[config.mk]
export PLATFORM = sky130hd
export DESIGN_NAME = sqrt_req_scheduler
export DESIGN_NICKNAME = d
export VERILOG_FILES = /design/src/rtl/sqrt_req_scheduler.sv
export SDC_FILE = /design/constraint.sdc
export NUM_CORES = 1
export LEC_CHECK = 0
export ABC_CLOCK_PERIOD_IN_PS = 4500
export BUFFER_PORTS_ARGS = -buffer_cell sky130_fd_sc_hd__buf_2
export CAP_MARGIN = 5
export CORE_MARGIN = 2
export CORE_UTILIZATION = 30
export CTS_BUF_LIST = sky130_fd_sc_hd__clkbuf_8
export CTS_CLUSTER_DIAMETER = 200
export CTS_CLUSTER_SIZE = 30
export DETAILED_ROUTE_END_ITERATION = 8
export GPL_TIMING_DRIVEN = 0
export PLACE_DENSITY_LB_ADDON = 0.1
export RECOVER_POWER = 25
export REMOVE_ABC_BUFFERS = 1
export SLEW_MARGIN = 15
export SYNTH_ARGS = -nofsm -noshare
export SYNTH_HDL_FRONTEND = slang
export SYNTH_SLANG_ARGS = --single-unit
[constraint.sdc]
create_clock -name clk -period 4.5 [get_ports clk]
set_clock_uncertainty 0.15 [all_clocks]
set_input_delay 1.35 -clock clk [delete_from_list [all_inputs] [get_ports clk]]
set_output_delay 1.35 -clock clk [all_outputs]
set_load 0.05 [all_outputs]
[src/rtl/sqrt_req_scheduler.sv]
// Round-robin front end that shares one iterative square-root core among NUM_REQ requesters.
// Each job restarts the core with a one-cycle reset pulse and runs under a watchdog.
module sqrt_req_scheduler #(
    parameter int unsigned NUM_REQ = 4,
    parameter int unsigned DATA_W  = 16,
    parameter int unsigned ROOT_W  = DATA_W / 2,
    parameter int unsigned TIMEOUT = 300,
    localparam int unsigned ID_W   = $clog2(NUM_REQ),
    localparam int unsigned CNT_W  = $clog2(TIMEOUT + 1)
) (
    input  logic                      clk,
    input  logic                      rst_n,
    input  logic [NUM_REQ-1:0]        req_i,
    input  logic [NUM_REQ*DATA_W-1:0] operand_i,
    output logic [NUM_REQ-1:0]        gnt_o,
    output logic                      core_rst_n_o,
    output logic [DATA_W-1:0]         core_x_o,
    input  logic                      core_done_i,
    input  logic [ROOT_W-1:0]         core_root_i,
    output logic                      rsp_valid_o,
    input  logic                      rsp_ready_i,
    output logic [ID_W-1:0]           rsp_id_o,
    output logic [ROOT_W-1:0]         rsp_root_o,
    output logic                      rsp_err_o,
    output logic                      busy_o
);

    typedef enum logic [1:0] {StIdle, StLoad, StRun, StResp} state_e;

    state_e             state_q;
    logic [ID_W-1:0]    ptr_q;
    logic [CNT_W-1:0]   wdog_q;

    logic [2*NUM_REQ-1:0] req_dbl;
    logic [NUM_REQ-1:0]   req_rot;
    logic [ID_W-1:0]      pick_off;
    logic [ID_W:0]        pick_sum;
    logic [ID_W-1:0]      pick;
    logic                 found;
    logic [ID_W-1:0]      ptr_next;

    // Rotate requests so bit 0 is the pointer position, then take the lowest set bit.
    always_comb begin
        req_dbl  = {req_i, req_i} >> ptr_q;
        req_rot  = req_dbl[NUM_REQ-1:0];
        found    = 1'b0;
        pick_off = '0;
        for (int i = NUM_REQ - 1; i >= 0; i--) begin
            if (req_rot[i]) begin
                found    = 1'b1;
                pick_off = ID_W'(i);
            end
        end
        pick_sum = {1'b0, ptr_q} + {1'b0, pick_off};
        if (pick_sum >= (ID_W + 1)'(NUM_REQ)) begin
            pick = ID_W'(pick_sum - (ID_W + 1)'(NUM_REQ));
        end else begin
            pick = pick_sum[ID_W-1:0];
        end
        ptr_next = (rsp_id_o == ID_W'(NUM_REQ - 1)) ? '0 : rsp_id_o + 1'b1;
    end

    always_ff @(posedge clk or negedge rst_n) begin
        if (!rst_n) begin
            state_q     <= StIdle;
            ptr_q       <= '0;
            wdog_q      <= '0;
            gnt_o       <= '0;
            core_x_o    <= '0;
            rsp_valid_o <= 1'b0;
            rsp_id_o    <= '0;
            rsp_root_o  <= '0;
            rsp_err_o   <= 1'b0;
        end else begin
            unique case (state_q)
                StIdle: begin
                    if (found) begin
                        rsp_id_o <= pick;
                        gnt_o    <= NUM_REQ'(1) << pick;
                        core_x_o <= operand_i[pick*DATA_W +: DATA_W];
                        state_q  <= StLoad;
                    end
                end
                StLoad: begin
                    wdog_q  <= '0;
                    state_q <= StRun;
                end
                StRun: begin
                    wdog_q <= wdog_q + 1'b1;
                    // Done takes priority over a watchdog expiry in the same cycle.
                    if (core_done_i) begin
                        rsp_root_o  <= core_root_i;
                        rsp_err_o   <= 1'b0;
                        rsp_valid_o <= 1'b1;
                        state_q     <= StResp;
                    end else if (wdog_q == CNT_W'(TIMEOUT - 1)) begin
                        rsp_root_o  <= '0;
                        rsp_err_o   <= 1'b1;
                        rsp_valid_o <= 1'b1;
                        state_q     <= StResp;
                    end
                end
                StResp: begin
                    if (rsp_ready_i) begin
                        rsp_valid_o <= 1'b0;
                        gnt_o       <= '0;
                        ptr_q       <= ptr_next;
                        state_q     <= StIdle;
                    end
                end
            endcase
        end
    end

    // Core reset follows the block reset asynchronously and pulses low during LOAD.
    assign core_rst_n_o = rst_n & (state_q != StLoad);
    assign busy_o       = (state_q != StIdle);

endmodule
==> results.txt <==
The flow ran to the end, and the final reports show no timing, DRC or antenna violations. Counting every instance in the synthesized netlist gives just under 300. The remaining antenna violation count after routing is 0. The number of buffers created by CTS is 5. The largest net degree at the start of global routing is 53.

The switching power summed over all nets came out at 1.609 mW. Traced cell by cell, the critical path runs through buf_4 -> nor2b_1 -> buf_2. The source-to-sink clock delay at the later pin of the worst-skew pair is 0.30 ns. The smallest hold slack came out at 0.3178 ns. The mean number of vias per cell is 4.956. Counting along the longest clock path gives a buffer depth of 2.

The setup check on the worst reg-to-reg path leaves a slack of 1.54 ns. The total number of clock tree sinks is 45. The element type at the critical path start is a primary input. The number of cells traversed by the worst register-to-register path is 9. The first TritonRoute pass finished after 4 iterations. The number of enable-type register cells in the synthesized netlist is 0. In this run the tightest slew margin relative to its limit is 28.12%. The worst setup path is of the primary input to primary output kind. The proportion of power drawn by combinational gates is roughly two thirds. By count the netlist is led by sky130_fd_sc_hd__nand2_1, sky130_fd_sc_hd__dfrtp_1, sky130_fd_sc_hd__nor2b_1. The sequential cells in the finished layout cover a total of 1126 sq um. The kind of end point of the critical path is a primary output. The most used flip-flop cell after synthesis is sky130_fd_sc_hd__dfrtp_1. The initialized floorplan defines 35 standard-cell rows.

The data required time of the worst path came out at 3.00 ns. The highest net fanout along the worst path came out at 46. Cells fill approximately two fifths of the core in the end. The H-tree was split into 2 levels. The TritonCTS clock tree is yes. Including well taps, the total number of placed cells is 497. After detailed placement, the total cell area comes to between 3000 and 4000 sq um. The fraction of the yosys area taken by sequential cells came out at roughly two fifths. Post-CTS timing repair inserted 0 buffers for setup. The time the worst path needs with I/O delays and setup came out at 3.795 ns. After routing, the total negative slack on setup checks comes to 0 ns.

The number of distinct library cell variants in the gate-level netlist after synthesis came out at 50. The signed area change from the synthesized netlist to the final layout is 25.94%. The met1 usage in global routing came out at between 20% and 30%. The power share of the clock group came out at under 10%. The die area is 10,150 sq um. On the worst path, the slowest cell contributes a delay of approximately 0.47 ns. The number of filler instances in the final layout is 977. Setup repair after global routing left no endpoint under its margin.

The total count of hold-check failures in the final report came out at 0. The number of nets in the finished design is 480. The number of global-route vias before repair came to 2,413. The boundary pin count is 114. Clock-pin slew was measured on the worst setup and hold paths at 0.10 ns.

The core box area is 9153 sq um. The data arrival time at the worst-slack endpoint is 2.30 ns. Sorting the synthesized cells by area gives the leading types as sky130_fd_sc_hd__dfrtp_1, sky130_fd_sc_hd__nor2b_1, sky130_fd_sc_hd__nand2_1, sky130_fd_sc_hd__a221oi_1, sky130_fd_sc_hd__o31ai_2.

The number of input and output port buffers inserted is roughly 110. The total overflow left after global routing is 0. The async set-reset flop share out of synthesis is 100.0%. The total area of multi-input combinational cells came out at 1543 sq um. The placer congestion estimate came out at between 0.7 and 0.8. The die is 100.7 microns tall.

The post-detailed-route DRC marker count is 0. The number of pins with negative max-slew slack in the final report is 0. The first global-routing pass estimated 12,030 microns of wire. The number of max-capacitance violations reported is 0.

The detailed placement HPWL came out at roughly 5200 microns. The maximum operating frequency came out at approximately 260 MHz. The mean post-synth cell area came out at 9.615 sq um. sky130_fd_sc_hd__nand2_1 is the most common cell in the netlist.

The min-delay analysis places its worst path in the category flip-flop to flip-flop. The post-route fraction of the period consumed by the critical path came out at 84.34%. The worst-case vdd ir drop is 0.0004227 V. In this run the biggest area consumer among cell types represents between 40 and 50% of the synthesized area.

The die is 100.7 microns wide. Registers are responsible for 23.7% of the overall power. In this run the most used layer during global routing was met2.

The number of antenna diodes in the final layout is 0. The internal portion of total power came out at 1.296 mW. The number of antenna violations at the first check in global routing came out at 0. The slew of the pin with the lowest slew margin came out at 1.070 ns. The slowest stage of the critical path is the sky130_fd_sc_hd__buf_4 cell. After clock tree synthesis, the repair step resized 0 gates. The hold-fix buffer count after cts is 0. The final wirelength came out at 7347 microns.

The cell area after layout came out at ~3500 sq um. The power density over cell area came out at about 820 nW/um^2. After the flow finishes, the layout carries non-filler instances totaling 505. The count of warnings emitted by yosys is 0.

The routing usage on met3 came out at 3.883%. The total global-route track usage is 15.02%. The static leakage came out at 1.634 nW.

Summed over all instances, the cell type with the most area after synthesis is sky130_fd_sc_hd__dfrtp_1. The mapped netlist covers approximately 2800 sq um. The setup violation total in the final timing report came out at 0.

After detailed routing, the average wire length per cell comes to 14.55 microns. The count of state elements after synthesis came out at 45. The number of vias after detailed routing came out at 2,503. The net switching share of the total power came out at roughly 55%. The number of cells traversed by the worst hold path is 2. The starting density of the core came out at between 30% and 40%. In this run the clock root is driven by a sky130_fd_sc_hd__clkbuf_8. The fraction of final layout cells sized beyond drive strength 1 is a little under two fifths.

The number of DRC violations after detailed-routing iteration 0 came out at 99. The fraction of met2 tracks used by global routing is 24.15%.
[metrics by stage]
| step | total power [mW] | worst slack (ns) |
|---|---|---|
| final | 2.905 | 0.7045 |
| after global placement | 2.610 | -0.1382 |
| after CTS | 2.951 | 0.2588 |
| after floorplan | 2.147 | 0.6089 |
| after global routing | 3.160 | 0.5510 |
| after detailed placement | 2.671 | 0.2467 |
[area by class of cell]
cell class | instances | share of cell area, %
clock buffers | 5 | 1.946
clock inverters | 3 | 0.7077
inverters | 7 | 0.7431
multi-input cells | 219 | 43.63
flip-flops and latches | 45 | 31.85
well taps | 111 | 3.928
repair buffers | 115 | 17.20
[state kept, by name, indices dropped and copies added (netlist names)]
name,flops
gnt_o,4
rsp_id_o,2
core_x_o,16
ptr_q,2
rsp_err_o,1
wdog_q,9
rsp_root_o,8
state_q,2
rsp_valid_o,1
[worst paths after layout]
check | start | end
setup / recovery | rst_n | core_rst_n_o
hold / removal | rsp_root_o[2]$_DFFE_PN0P_ | rsp_root_o[2]$_DFFE_PN0P_
setup reg to reg | ptr_q[1]$_DFFE_PN0P_ | core_x_o[11]$_DFFE_PN0P_
hold reg to reg | rsp_root_o[2]$_DFFE_PN0P_ | rsp_root_o[2]$_DFFE_PN0P_
max in group asynchronous | rst_n | gnt_o[0]$_DFFE_PN0P_
min in group asynchronous | rst_n | state_q[1]$_DFFE_PN0P_
[layer usage]
metal	up-vias	wire length, microns
met5	-	0
met4	0	58
met3	4	483
met2	78	3328
met1	1139	3477
li1	1282	-
[power groups by stage]
stage	registers, mW	logic (mW)	clock network, mW
after global placement	0.690	1.92	0
after floorplan	1.15	1.00	0
after CTS	0.690	1.98	0.285
final	0.687	1.95	0.271
after detailed placement	0.695	1.98	0
after global routing	0.712	2.15	0.300
[cells in the final DEF (no fill, tap or decap), types with 6 or more instances in the layout]
cell type / Yosys / final
sky130_fd_sc_hd__buf_2: 1 / 112
sky130_fd_sc_hd__a2111oi_0: 7 / 7
sky130_fd_sc_hd__inv_1: 7 / 7
sky130_fd_sc_hd__ha_1: 7 / 6
sky130_fd_sc_hd__nor2b_1: 38 / 38
sky130_fd_sc_hd__o31ai_2: 9 / 9
sky130_fd_sc_hd__nand2_1: 46 / 46
sky130_fd_sc_hd__o21ai_0: 11 / 11
sky130_fd_sc_hd__dfrtp_1: 45 / 45
sky130_fd_sc_hd__a221oi_1: 15 / 15
sky130_fd_sc_hd__o31ai_1: 8 / 8
sky130_fd_sc_hd__nand3_1: 11 / 11
sky130_fd_sc_hd__nor2_1: 6 / 6
sky130_fd_sc_hd__a2111oi_1: 8 / 8
[worst max-delay path, delay by kind of cell]
kind / cells / cell delay, ns
buffers and inverters: 2 / 0.74
and+or+nand+nor: 1 / 0.20
[cell families (layout without fill, tap and decap cells)]
kind of cell	count (synthesis)	count (layout)	synth area share, %
buf+inv	28	130	5.124
fa+ha+maj	7	7	3.119
simple gates	121	121	22.86
flops	45	45	40.11
compound gates	82	82	25.76
xor+xnor	6	6	1.872
mux	3	3	1.159
(Power assumes the default switching activity.)
